File: src/rtl/seg7_pkg.sv
// Shared 7-segment definitions: legal {a..g} patterns for digits 0-9,
// the blank pattern and the BCD code reported for an unrecognised pattern.
package seg7_pkg;

  typedef logic [6:0] seg7_t;

  localparam seg7_t SEG_0     = 7'b1111110;
  localparam seg7_t SEG_1     = 7'b0110000;
  localparam seg7_t SEG_2     = 7'b1101101;
  localparam seg7_t SEG_3     = 7'b1111001;
  localparam seg7_t SEG_4     = 7'b0110011;
  localparam seg7_t SEG_5     = 7'b1011011;
  localparam seg7_t SEG_6     = 7'b1011111;
  localparam seg7_t SEG_7     = 7'b1110000;
  localparam seg7_t SEG_8     = 7'b1111111;
  localparam seg7_t SEG_9     = 7'b1111011;
  localparam seg7_t SEG_BLANK = 7'b0000000;

  localparam logic [3:0] BCD_INVALID = 4'hF;

endpackage

File: src/rtl/seg7_pattern_decode.sv
// Combinational 7-segment to BCD decoder; any pattern outside the ten legal
// codes (including blank) yields BCD_INVALID with the error flag set.
module seg7_pattern_decode
  import seg7_pkg::*;
(
  input  seg7_t      seg_i,
  output logic       err_o,
  output logic [3:0] bcd_o
);

  always_comb begin
    err_o = 1'b0;
    bcd_o = 4'd0;
    case (seg_i)
      SEG_0:   bcd_o = 4'd0;
      SEG_1:   bcd_o = 4'd1;
      SEG_2:   bcd_o = 4'd2;
      SEG_3:   bcd_o = 4'd3;
      SEG_4:   bcd_o = 4'd4;
      SEG_5:   bcd_o = 4'd5;
      SEG_6:   bcd_o = 4'd6;
      SEG_7:   bcd_o = 4'd7;
      SEG_8:   bcd_o = 4'd8;
      SEG_9:   bcd_o = 4'd9;
      default: begin
        err_o = 1'b1;
        bcd_o = BCD_INVALID;
      end
    endcase
  end

endmodule

File: src/rtl/seg7_scan_reader.sv
// Recovers BCD digits from a multiplexed 7-segment bus: each digit is captured
// once its pattern has been stable long enough, and whole frames go out on valid/ready.
module seg7_scan_reader
  import seg7_pkg::*;
#(
  parameter int NUM_DIGITS = 4,
  parameter int STABLE_CNT = 3
) (
  input  logic                    clk,
  input  logic                    rst,
  input  logic [6:0]              seg_in,
  input  logic [NUM_DIGITS-1:0]   dig_en,
  output logic [4*NUM_DIGITS-1:0] bcd_out,
  output logic [NUM_DIGITS-1:0]   err_out,
  output logic                    frame_valid,
  input  logic                    frame_ready,
  output logic                    frame_overrun
);

  localparam int         SW         = NUM_DIGITS + 7;
  localparam logic [7:0] STABLE_LIM = 8'(STABLE_CNT);

  logic [SW-1:0]               prev_q;
  logic [7:0]                  run_q, run_d;
  logic [NUM_DIGITS-1:0][4:0]  shadow_q, shadow_d;
  logic [NUM_DIGITS-1:0]       seen_q, seen_d;
  logic                        drop_q, drop_d;
  logic [4*NUM_DIGITS-1:0]     bcd_q, bcd_d;
  logic [NUM_DIGITS-1:0]       err_q, err_d;
  logic                        valid_q, valid_d;
  logic                        ovr_q, ovr_d;

  logic [SW-1:0] sample;
  logic          oneHot;
  logic          capture;
  logic          decErr;
  logic [3:0]    decBcd;

  assign sample = {dig_en, seg_in};
  assign oneHot = $onehot(dig_en);

  seg7_pattern_decode u_decode (
    .seg_i (seg_in),
    .err_o (decErr),
    .bcd_o (decBcd)
  );

  // Saturating run length of identical one-hot samples; anything else restarts it.
  always_comb begin
    run_d = 8'd0;
    if (oneHot) begin
      if (sample == prev_q) run_d = (run_q == 8'hFF) ? run_q : run_q + 8'd1;
      else                  run_d = 8'd1;
    end
  end

  // The run_q check keeps a saturated run at 255 from capturing every cycle.
  assign capture = (run_d == STABLE_LIM) && (run_q != STABLE_LIM);

  always_comb begin
    shadow_d = shadow_q;
    seen_d   = seen_q;
    drop_d   = drop_q;
    bcd_d    = bcd_q;
    err_d    = err_q;
    valid_d  = valid_q;
    ovr_d    = ovr_q;

    if (valid_q && frame_ready) valid_d = 1'b0;

    if (&seen_q) begin
      seen_d = '0;
      if (!valid_q || frame_ready) begin
        for (int i = 0; i < NUM_DIGITS; i++) begin
          bcd_d[4*i +: 4] = shadow_q[i][3:0];
          err_d[i]        = shadow_q[i][4];
        end
        valid_d = 1'b1;
        ovr_d   = drop_q;
        drop_d  = 1'b0;
      end else begin
        drop_d = 1'b1;
      end
    end

    // A capture in the completion cycle already belongs to the next frame.
    if (capture) begin
      for (int i = 0; i < NUM_DIGITS; i++) begin
        if (dig_en[i]) begin
          shadow_d[i] = {decErr, decBcd};
          seen_d[i]   = 1'b1;
        end
      end
    end
  end

  always_ff @(posedge clk or posedge rst) begin
    if (rst) begin
      prev_q   <= '0;
      run_q    <= 8'd0;
      shadow_q <= '0;
      seen_q   <= '0;
      drop_q   <= 1'b0;
      bcd_q    <= '0;
      err_q    <= '0;
      valid_q  <= 1'b0;
      ovr_q    <= 1'b0;
    end else begin
      prev_q   <= sample;
      run_q    <= run_d;
      shadow_q <= shadow_d;
      seen_q   <= seen_d;
      drop_q   <= drop_d;
      bcd_q    <= bcd_d;
      err_q    <= err_d;
      valid_q  <= valid_d;
      ovr_q    <= ovr_d;
    end
  end

  assign bcd_out       = bcd_q;
  assign err_out       = err_q;
  assign frame_valid   = valid_q;
  assign frame_overrun = ovr_q;

endmodule

File: config.mk
export PLATFORM = sky130hd
export DESIGN_NAME = seg7_scan_reader
export DESIGN_NICKNAME = d
export VERILOG_FILES = /design/src/rtl/seg7_pkg.sv /design/src/rtl/seg7_pattern_decode.sv /design/src/rtl/seg7_scan_reader.sv
export SDC_FILE = /design/constraint.sdc
export NUM_CORES = 1
export LEC_CHECK = 0
export ABC_AREA = 1
export CAP_MARGIN = 20
export CORE_ASPECT_RATIO = 0.5
export CORE_MARGIN = 2
export CORE_UTILIZATION = 30
export CTS_CLUSTER_SIZE = 28
export DETAILED_ROUTE_END_ITERATION = 8
export GPL_ROUTABILITY_DRIVEN = 1
export SYNTH_ARGS = -nofsm -noshare
export SYNTH_HDL_FRONTEND = slang
export SYNTH_SLANG_ARGS = --single-unit
File: constraint.sdc
create_clock -name clk -period 1.85 [get_ports clk]
set_input_delay 0.2775 -clock clk [delete_from_list [all_inputs] [get_ports clk]]
set_output_delay 0.2775 -clock clk [all_outputs]
set_load 0.005 [all_outputs]
# After elaboration in Yosys (flattened, before gate mapping)
# Index checks and enable logic that the tools add are counted.
[word_totals]
wordCells = 57
input_bits = 14
output_inout_bits = 22
ff_bits = 66
[classes]
n_eq_ne = 15
n_reduce_logical = 11
mux = 15
add_sub_neg = 4
[ops]
columns = ["cell", "n"]
rows = [
  ["$eq A7 B7 Y1 const B", 8],
  ["$pmux W4 S10", 1],
  ["$mux W8", 3],
  ["$eq A7 B6 Y1 const B", 2],
  ["$eq A11 B11 Y1", 1],
  ["$reduce_or A10 Y1", 1],
  ["$mux W1", 9],
  ["$add A8 B1 Y8 const B", 1],
  ["$eq A8 B2 Y1 const B", 1],
  ["$eq A8 B8 Y1 const B", 1],
  ["$mux W4", 2],
  ["$ne A8 B2 Y1 const B", 1],
  ["$reduce_and A2 Y1", 4],
  ["$reduce_and A5 Y1", 1],
  ["$add A1 B1 Y2", 2],
  ["$reduce_and A4 Y1", 1],
  ["$add A2 B2 Y3", 1],
  ["$eq A3 B1 Y1 const B", 1],
  ["$logic_and A1 B1 Y1", 2],
  ["$logic_not A1 Y1", 1],
  ["$logic_or A1 B1 Y1", 1],
]

# Depth between registers and ports, before layout
# Gate-level depths: netlist of run 1.
[depth]
word_depth = 7
depth_mapped = 14
mapped_depth_nobuf = 13

# By module
# A second synthesis of run 1 with hierarchy kept.
[unflattened]
hier_cells = 423
hier_area_um2 = 3362.0
[modules_own_cells]
columns = ["module", "cells_each", "n_inst", "seq_area_each_um2", "area_each_um2"]
rows = [
  ["seg7_scan_reader", 371, 1, 1651.6, 3136.8],
  ["seg7_pattern_decode", 52, 1, 0.0, 225.2],
]

# Worst setup path after synthesis of run 1
# No wires, ideal clock.
[synth_path]
kind = "input -> register"
start = "input dig_en[0]"
end = "register shadow_q[12] (netlist name)"
setup_slack_ps = -806
n_path_buf = 1
setup_ps = 117
arrival_ps = 2539
required_time_ps = 1733
cell_stages = 12
cell_sequence = "buf_6 -> inv_1 -> fa_1 -> inv_1 -> ha_1 -> ha_1 -> nor3b_2 -> nand4_4 -> nor2_8 -> nand3_2 -> nand2_1 -> nand2_1"
[synth_between]
elab_chain_cells = 7
elab_cells_between_ends = 9
cone_classes = "add/sub: 2; eq/ne: 3; mux: 2; reduce/logical: 2"
[synth_lines]
columns = ["item", "line", "text"]
rows = [
  ["start: declaration", "seg7_scan_reader.sv:12", "input logic [NUM_DIGITS-1:0] dig_en,"],
  ["$add A1 B1 Y2 (not written as such)", "seg7_scan_reader.sv:40", "assign oneHot = $onehot(dig_en);"],
  ["$add A2 B2 Y3 (not written as such)", "seg7_scan_reader.sv:40", ""],
  ["$eq A3 B1 Y1", "seg7_scan_reader.sv:40", ""],
  ["$mux W8 *", "seg7_scan_reader.sv:51", "if (oneHot) begin"],
  ["$eq A8 B2 Y1 *", "seg7_scan_reader.sv:58", "assign capture = (run_d == STABLE_LIM) && (run_q != STABLE_LIM);"],
  ["$logic_and A1 B1 Y1 *", "seg7_scan_reader.sv:58", ""],
  ["$reduce_and A2 Y1 (no line) *", "-", ""],
  ["end signal: assignment", "seg7_scan_reader.sv:111", "shadow_q <= shadow_d;"],
  ["end: declaration", "seg7_scan_reader.sv:25", "logic [NUM_DIGITS-1:0][4:0] shadow_q, shadow_d;"],
]
# Every way passes the cells marked *; elsewhere a longest branch is shown, timed or not.
# A chain may end at the register's enable or synchronous reset.

# Worst setup path in the final report of run 1
[layout_path]
start = "input dig_en[1]"
end = "register shadow_q[14] (netlist name)"
# The elaborated chain is that of the path after synthesis.

==> qor.txt, run 1 <==
Status = finished, violations left
Failing checks = setup timing
Commonest non-fill, non-tap cell in the layout = nand2_1
GR Util met1 = 0.166
PortBufs = 35
Maximum vdd drop = 0.000350 V
DRT antenna net count = 0
WL/cell = 11.9 um
Complex-gate fraction of the synthesized area = 0.0294
Slew @ Worst Pin = 651 ps
Core area = 0.0110 mm2
Cell row count = 27
Via density = 4.51
Clock Skew = 4.90 ps
Total CTS buffers = 9
Setup crit end kind = flip-flop
Synthesized area per cell = 8.25 um2
Final nets = 519
Worst-case clock buffer depth = 2
GRT Residual Overflow = 0
Die area = 0.0121 mm2
Final Setup Violations = 31
Syn Std Cell Area = 0.00337 mm2
Part of the Yosys area used for sequential elements = 0.491
Non-Filler Instances = 650
R2R cell count = 12
Max Clk Rate = 435 MHz
Root Buffer = clkbuf_16
Setup crit end = shadow_q[14]
Post-Place Cells = 621
Util after Layout = 0.445
Fin crit period = 2300 ps
Drt drc = 0
# diodes = 0
Hold Crit Class = in -> reg
Syn_nets = 426
Fin crit share = 1.24
First-pass iteration count of the detailed router = 4
Share of layout cells above drive strength 1 = 0.269
Die height = 78.9 um
Num ports = 36
Top-area cell type share of the netlist area = 0.491
Synth cell types = 32
Final RePlAce weighted congestion = 0.796
Yosys reg bits = 66
# hold bufs at CTS = 0
CTS tree = done
First-pass GRT wire length = 13200 um
RSZ-0062 raised after global routing = true
Die Width = 154 um
Post-synthesis mux area share = 0
Final hold vios = 0
Reg-to-Reg Start = run_q[0]
Crit path arrival time = 2570 ps
Worst-Skew Late Latency = 340 ps
Synth Area in Simple Gates = 0.356
Post-Syn Instances = 408
Synth Area in XOR/XNOR = 0.0260
Kind of start point of the critical path = input port
Total power = 3.38 mW
Dominant cell type by area after synthesis = dfrtp_1
Max-Cap Viols = 0
Clk sink count = 66
Total track usage = 0.138
Worst r2r dst = shadow_q[14]
H-tree depth = 3
Initial Util = 0.307
Largest family of logic cells by synthesized area = simple AND/OR/NAND/NOR gates
Total wire length = 7750 um
Vias in the first global route = 2879
Most frequent cells in the layout = 155 x nand2_1, 66 x dfrtp_1, 44 x buf_4
Clock slew at reported path FFs = 60 ps
Antenna violations before repair = 0
Via Count = 2930
Number of synthesized flops with an enable pin = 0
Adder-Cell Fraction of Synth Area = 0.0171
Synth Flop Type = dfrtp_1
Critical Path RT = 2120 ps
Max_slew headroom = 0.566
Setup ws final = -447 ps
Final setup TNS = -9670 ps
Pwr/cell area = 692 mW/mm2
GR Util met2 = 0.231
Largest net degree at the start of global routing = 67
Area grow syn2layout = 45.2%
Fill count = 1033
R2r setup slk = -330 ps
Async SR Flop Fraction = 1.00
Leakage = 2.40 nW
Yosys Warn Count = 0
Slew Limit Fails = 0
Met3 GRT Util = 0.0459
Crit path launch = dig_en[1]
Most Crowded Layer GR = met2
CP max FO = 5
Dpl hpwl = 5140 um
Critical setup path kind = in -> reg
DR iter-0 viols = 236
Most area-consuming cells after synthesis = dfrtp_1 49%, nand2_1 19%, nand4_1 5.0%, inv_1 3.9%, nand3_1 3.0%
kinds of logic (layout without fill, tap and decap cells):
logic type,Yosys count,count (layout)
AND/OR/NAND/NOR,259,259
flip-flops,66,66
buffers and inverters,53,150
AO/OA/AOI/OAI,16,16
XOR/XNOR,10,10
adder cells (fa/ha/maj),4,4
synthesized netlist by cell type (3+ instances only):
master and instances:
buf_4 3, nand3_2 4, xnor2_1 5, inv_2 3, nand2_2 7, xor2_1 5, nor2_1 21, o21ai_0 9
a31oi_1 4, inv_1 35, nor2_2 3, buf_6 5, ha_1 3, nand3_1 20, nand4_1 27, clkbuf_1 4
nand2_1 166, dfrtp_1 66
stage by stage:
| step | cell area [um2] | worst slack (ps) | hold WS (ps) |
|---|---|---|---|
| global placement | 4180 | -1250 | 454 |
| floorplan | 3400 | -563 | 309 |
| CTS | 4740 | -396 | 227 |
| global route | 4890 | -513 | 192 |
| finish | 4890 | -447 | 191 |
| detailed placement | 4180 | -1300 | 459 |
registers in the layout (all words and copies together) (netlist names):
name and count:
frame_valid 1, seen_q 4, shadow_q 20, err_out 4, frame_overrun 1, bcd_out 16
run_q 8, prev_q 11, drop_q 1
layer usage:
| layer | share of wire | vias to the layer above |
|---|---|---|
| met5 | 0 | - |
| met4 | 0.025 | 0 |
| met3 | 0.037 | 16 |
| met2 | 0.48 | 42 |
| met1 | 0.46 | 1380 |
| li1 | - | 1492 |
what timing repair did:
item | CTS | global route
setup buffers | 9 | 6
resized for setup | 41 | 32
pin swaps | 9 | 24
endpoints found under the setup margin | 32 | 32
gates cloned | 3 | 1
layout make-up:
class,instances,area [um2],share of cell area
well taps,145,181,0.0371
multi-input cells,289,1670,0.342
inverters,39,155,0.0317
flip-flops and latches,66,1650,0.338
repair buffers,96,960,0.196
clock inverters,5,31.3,0.00640
clock buffers,10,239,0.0489
worst min path at each step:
stage / slack (ps) / startpoint / end / cells after the start
floorplan: 310 / seg_in[0] / prev_q[0] / 0
detailed placement: 460 / bcd_out[13] / bcd_out[13] / 2
global placement: 450 / bcd_out[5] / bcd_out[5] / 2
finish: 190 / dig_en[0] / seen_q[0] / 3
global route: 190 / dig_en[0] / seen_q[0] / 3
CTS: 230 / dig_en[0] / seen_q[0] / 3
worst max-delay path: stages:
cell and delay, ps:
buf_8 80, inv_4 30, fa_1 540, inv_2 50, ha_4 150, ha_4 230
nor3b_4 260, buf_12 160, nand4_4 120, nor2_8 190, buf_6 150, buf_6 90
nand4_1 110, nand2_1 110
where the power goes:
part | switching, mW | internal, mW | total [mW]
clock | 0.615 | 0.928 | 1.54
combinational | 0.192 | 0.174 | 0.366
sequential | 0.0114 | 1.46 | 1.48
No activity file was read; power rests on OpenSTA's default activity.
==> run 2, diff against run 1 <==
Settings changed: CORE_MARGIN 2 to 5, CTS_BUF_LIST from default to sky130_fd_sc_hd__clkbuf_4.
==> qor.txt, run 2 (synthesized netlist as in run 1, its figures left out) <==
# diodes = 0
Kind of start point of the critical path = input port
Critical setup path kind = in -> reg
R2R cell count = 12
Max_slew headroom = 0.570
Status = finished, violations left
Area grow syn2layout = 35.4%
DRT antenna net count = 0
Setup ws final = -195 ps
Min-Delay Startpoint = dig_en[0]
Clk sink count = 66
Pre-CTS setup slack = -1160 ps
R2r setup slk = -70 ps
Total CTS buffers = 9
Pwr/cell area = 637 mW/mm2
Critical Path RT = 2170 ps
WL/cell = 11.3 um
Antenna violations before repair = 0
Drt drc = 0
Worst r2r dst = shadow_q[17]
Die area = 0.0136 mm2
Max-Cap Viols = 0
DR WL met3 = 394 um
Maximum vdd drop = 0.000300 V
Max reg flops = 20
Worst hold path depth = 3
Fill count = 1076
Die height = 84.9 um
DP Area = 0.00423 mm2
Cell row count = 27
Fin crit period = 2040 ps
Largest net degree at the start of global routing = 67
Final instance area = 0.00456 mm2
Vias in the first global route = 2742
Final Setup Violations = 24
DR iter-0 viols = 183
Final hold vios = 0
Max Clk Rate = 489 MHz
Failing checks = setup timing
Met2 Wirelength = 3450 um
Clock slew at reported path FFs = 110 ps
RSZ-0062 raised after global routing = true
GRT Residual Overflow = 0
Multi-input gate area = 0.00155 mm2
PortBufs = 35
Via Count = 2848
Total track usage = 0.113
DRT met1 WL = 3330 um
Root Buffer = clkbuf_4
Reg area = 0.00165 mm2
Clock Skew = 18.7 ps
DR top layer = met4
Biggest register = shadow_q
Commonest non-fill, non-tap cell in the layout = nand2_1
Fin crit share = 1.11
First-pass GRT wire length = 12500 um
Hold Crit Class = in -> reg
# hold bufs at CTS = 0
H-tree depth = 3
Dpl hpwl = 5310 um
Util after Layout = 0.415
Final RePlAce weighted congestion = 0.825
Final nets = 511
Crit path arrival time = 2360 ps
Leakage = 2.31 nW
Hold Crit Endpoint = seen_q[0]
Worst-case clock buffer depth = 2
Reg-to-Reg Start = run_q[1]
Core area = 0.0110 mm2
CP max FO = 8
Worst-Skew Late Latency = 430 ps
Setup crit end kind = flip-flop
Slew @ Worst Pin = 645 ps
CTS tree = done
Via density = 4.43
Die Width = 160 um
Num ports = 36
Initial Util = 0.307
Slew Limit Fails = 0
Share of layout cells above drive strength 1 = 0.233
Total wire length = 7280 um
Most frequent cells in the layout = 161 x nand2_1, 66 x dfrtp_1, 40 x buf_4
First-pass iteration count of the detailed router = 5
run 2: worst max-delay path by stage:
stage | startpoint | to | slack (ps) | cells past startpoint
final | dig_en[3] | shadow_q[17] | -190 | 15
after detailed placement | dig_en[0] | seen_q[0] | -1160 | 14
after global placement | dig_en[0] | seen_q[0] | -1130 | 13
after global routing | dig_en[3] | shadow_q[17] | -280 | 15
after CTS | dig_en[1] | shadow_q[19] | -200 | 15
after floorplan | dig_en[0] | shadow_q[12] | -560 | 13
run 2: repair_timing:
action                     in CTS  in global routing
pin swaps                      43                 13
gates resized for setup        32                 17
setup endpoints to repair      32                 25
setup buffers                   3                  0
run 2: final cells by class:
type | count | area share
repair buffers | 88 | 0.188
well taps | 145 | 0.0398
flip-flops and latches | 66 | 0.362
clock inverters | 6 | 0.0195
inverters | 39 | 0.0346
clock buffers | 10 | 0.0165
multi-input cells | 289 | 0.340
run 2: routing by layer:
layer	track usage	vias to the layer above
met4	0.0367	0
met1	0.138	1324
li1	-	1473
met5	0	-
met3	0.0475	8
met2	0.184	43
run 2: worst max-delay path, cell delays in order:
cell and delay [ps]:
buf_8 80, inv_4 30, fa_1 530, inv_1 40
ha_2 170, ha_4 210, nor3b_4 190, buf_6 150
nand4_1 110, nand2_2 130, nor2_8 60, buf_12 130
buf_6 110, nand4_1 70, nand2_1 60
run 2: through the flow:
stage	instances	total power, mW	TNS, ps	hold slack, ps
after floorplan	408	1.68	-14920	309
after global placement	624	1.82	-32530	456
after detailed placement	624	1.82	-33350	458
after CTS	643	2.95	-4030	59.9
after global routing	643	3.07	-5610	51.6
final	643	2.91	-3640	87.9
run 2: where the power goes:
| group | switching [mW] | leakage (nW) | internal [mW] |
|---|---|---|---|
| Clock | 0.539 | 0.0830 | 0.565 |
| Combinational | 0.175 | 1.34 | 0.154 |
| Sequential | 0.0114 | 0.892 | 1.46 |
| Total | 0.726 | 2.31 | 2.18 |
==> run 3, diff against run 2 <==
Settings changed: CAP_MARGIN 20 to 25, CORE_MARGIN 5 to default.
==> qor.txt, run 3 (synthesized netlist as in run 1, its figures left out) <==
Status = finished, violations left
Failing checks = setup timing
Clock slew at reported path FFs = 120 ps
Drt drc = 0
PortBufs = 35
First-pass GRT wire length = 12900 um
Core area = 0.0105 mm2
Critical setup path kind = in -> reg
Die Width = 152 um
Hold Crit Endpoint = seen_q[0]
Total wire length = 7290 um
Share of layout cells above drive strength 1 = 0.250
CTS tree = done
Root Buffer = clkbuf_4
Most frequent cells in the layout = 156 x nand2_1, 66 x dfrtp_1, 46 x buf_4
Biggest register = shadow_q
Clk sink count = 66
Fin crit period = 2080 ps
Worst r2r dst = shadow_q[1]
Total CTS buffers = 9
Slew @ Worst Pin = 655 ps
Max reg flops = 20
Final setup TNS = -4090 ps
Slew Limit Fails = 0
Final Setup Violations = 24
Final hold vios = 0
Vias in the first global route = 2727
Via density = 4.41
First-pass iteration count of the detailed router = 4
Kind of start point of the critical path = input port
Via Count = 2827
Min Hold Slack = 80.6 ps
Crit path arrival time = 2410 ps
Largest net degree at the start of global routing = 29
Setup crit end kind = flip-flop
Max-Cap Viols = 0
Initial Util = 0.319
Total track usage = 0.138
DR iter-0 viols = 111
Maximum vdd drop = 0.000244 V
Min-Delay Startpoint = dig_en[0]
Area grow syn2layout = 34.6%
Hold Crit Class = in -> reg
Worst-case clock buffer depth = 2
Pre-CTS setup slack = -1090 ps
Worst hold path depth = 3
Final nets = 514
Num ports = 36
Antenna violations before repair = 0
Leakage = 2.27 nW
Final instance area = 0.00453 mm2
R2r setup slk = -150 ps
R2R cell count = 11
Cell row count = 26
DRT antenna net count = 0
Dpl hpwl = 5240 um
H-tree depth = 3
Clock Skew = 13.9 ps
Max_slew headroom = 0.563
Reg-to-Reg Start = run_q[0]
Die area = 0.0117 mm2
Worst-Skew Late Latency = 440 ps
RSZ-0062 raised after global routing = true
Critical Path RT = 2180 ps
# diodes = 0
CP max FO = 6
Pwr/cell area = 620 mW/mm2
Die height = 76.9 um
Commonest non-fill, non-tap cell in the layout = nand2_1
Fin crit share = 1.12
Max Clk Rate = 482 MHz
Final RePlAce weighted congestion = 0.846
Setup ws final = -226 ps
DP Area = 0.00422 mm2
WL/cell = 11.4 um
GRT Residual Overflow = 0
==> run 3: cell type report <==
type | instances | area, um2
well taps | 140 | 175
fillers | 1064 | 6010
clock buffers | 9 | 67.6
flip-flops and latches | 66 | 1650
clock inverters | 7 | 75.1
multi-input cells | 290 | 1590
inverters | 39 | 155
repair buffers | 90 | 822
==> run 3: repair_timing <==
action                                  4_1_cts  5_1_grt
endpoints found under the setup margin       32       28
pin swaps                                    16       20
cloned                                        2        0
resized for setup                            29       18
hold buffers                                  0        0
setup buffers                                 3        0
==> run 3: metrics by stage <==
step	cells	total power, mW	utilization
after global routing	641	2.97	0.430
after floorplan	408	1.68	-
after global placement	620	1.81	0.400
final	641	2.81	0.430
after detailed placement	620	1.82	0.400
after CTS	641	2.86	0.423
==> run 3: critical path, stage by stage <==
cell and delay, ps:
buf_8 70, inv_4 30, fa_1 520, inv_1 40, ha_2 170, ha_4 210
nor3b_4 190, buf_6 150, nand4_4 160, nor2_4 290, nand3_4 140, nand2_1 90
nand2_1 50
==> run 3: per-layer routing <==
layer | wire length (um) | track usage
met1 | 3700 | 0.180
met2 | 3220 | 0.213
met3 | 262 | 0.0452
met4 | 102 | 0.0480
met5 | 0 | 0
==> run 3: how the worst max path moves through the flow <==
stage          slack, ps            to       from  depth (start not counted)
2_1_floorplan       -560  shadow_q[12]  dig_en[0]                         13
6_report            -230   shadow_q[1]  dig_en[0]                         13
3_3_place_gp       -1050  shadow_q[15]  dig_en[0]                         15
5_1_grt             -300  shadow_q[14]  dig_en[0]                         13
3_5_place_dp       -1090   shadow_q[6]  dig_en[0]                         13
4_1_cts             -190  shadow_q[14]  dig_en[1]                         13
==> run 3: report_power, final <==
part	internal (mW)	total [mW]	switching, mW
logic	0.157	0.334	0.176
registers	1.46	1.47	0.0127
clock network	0.420	1.00	0.584
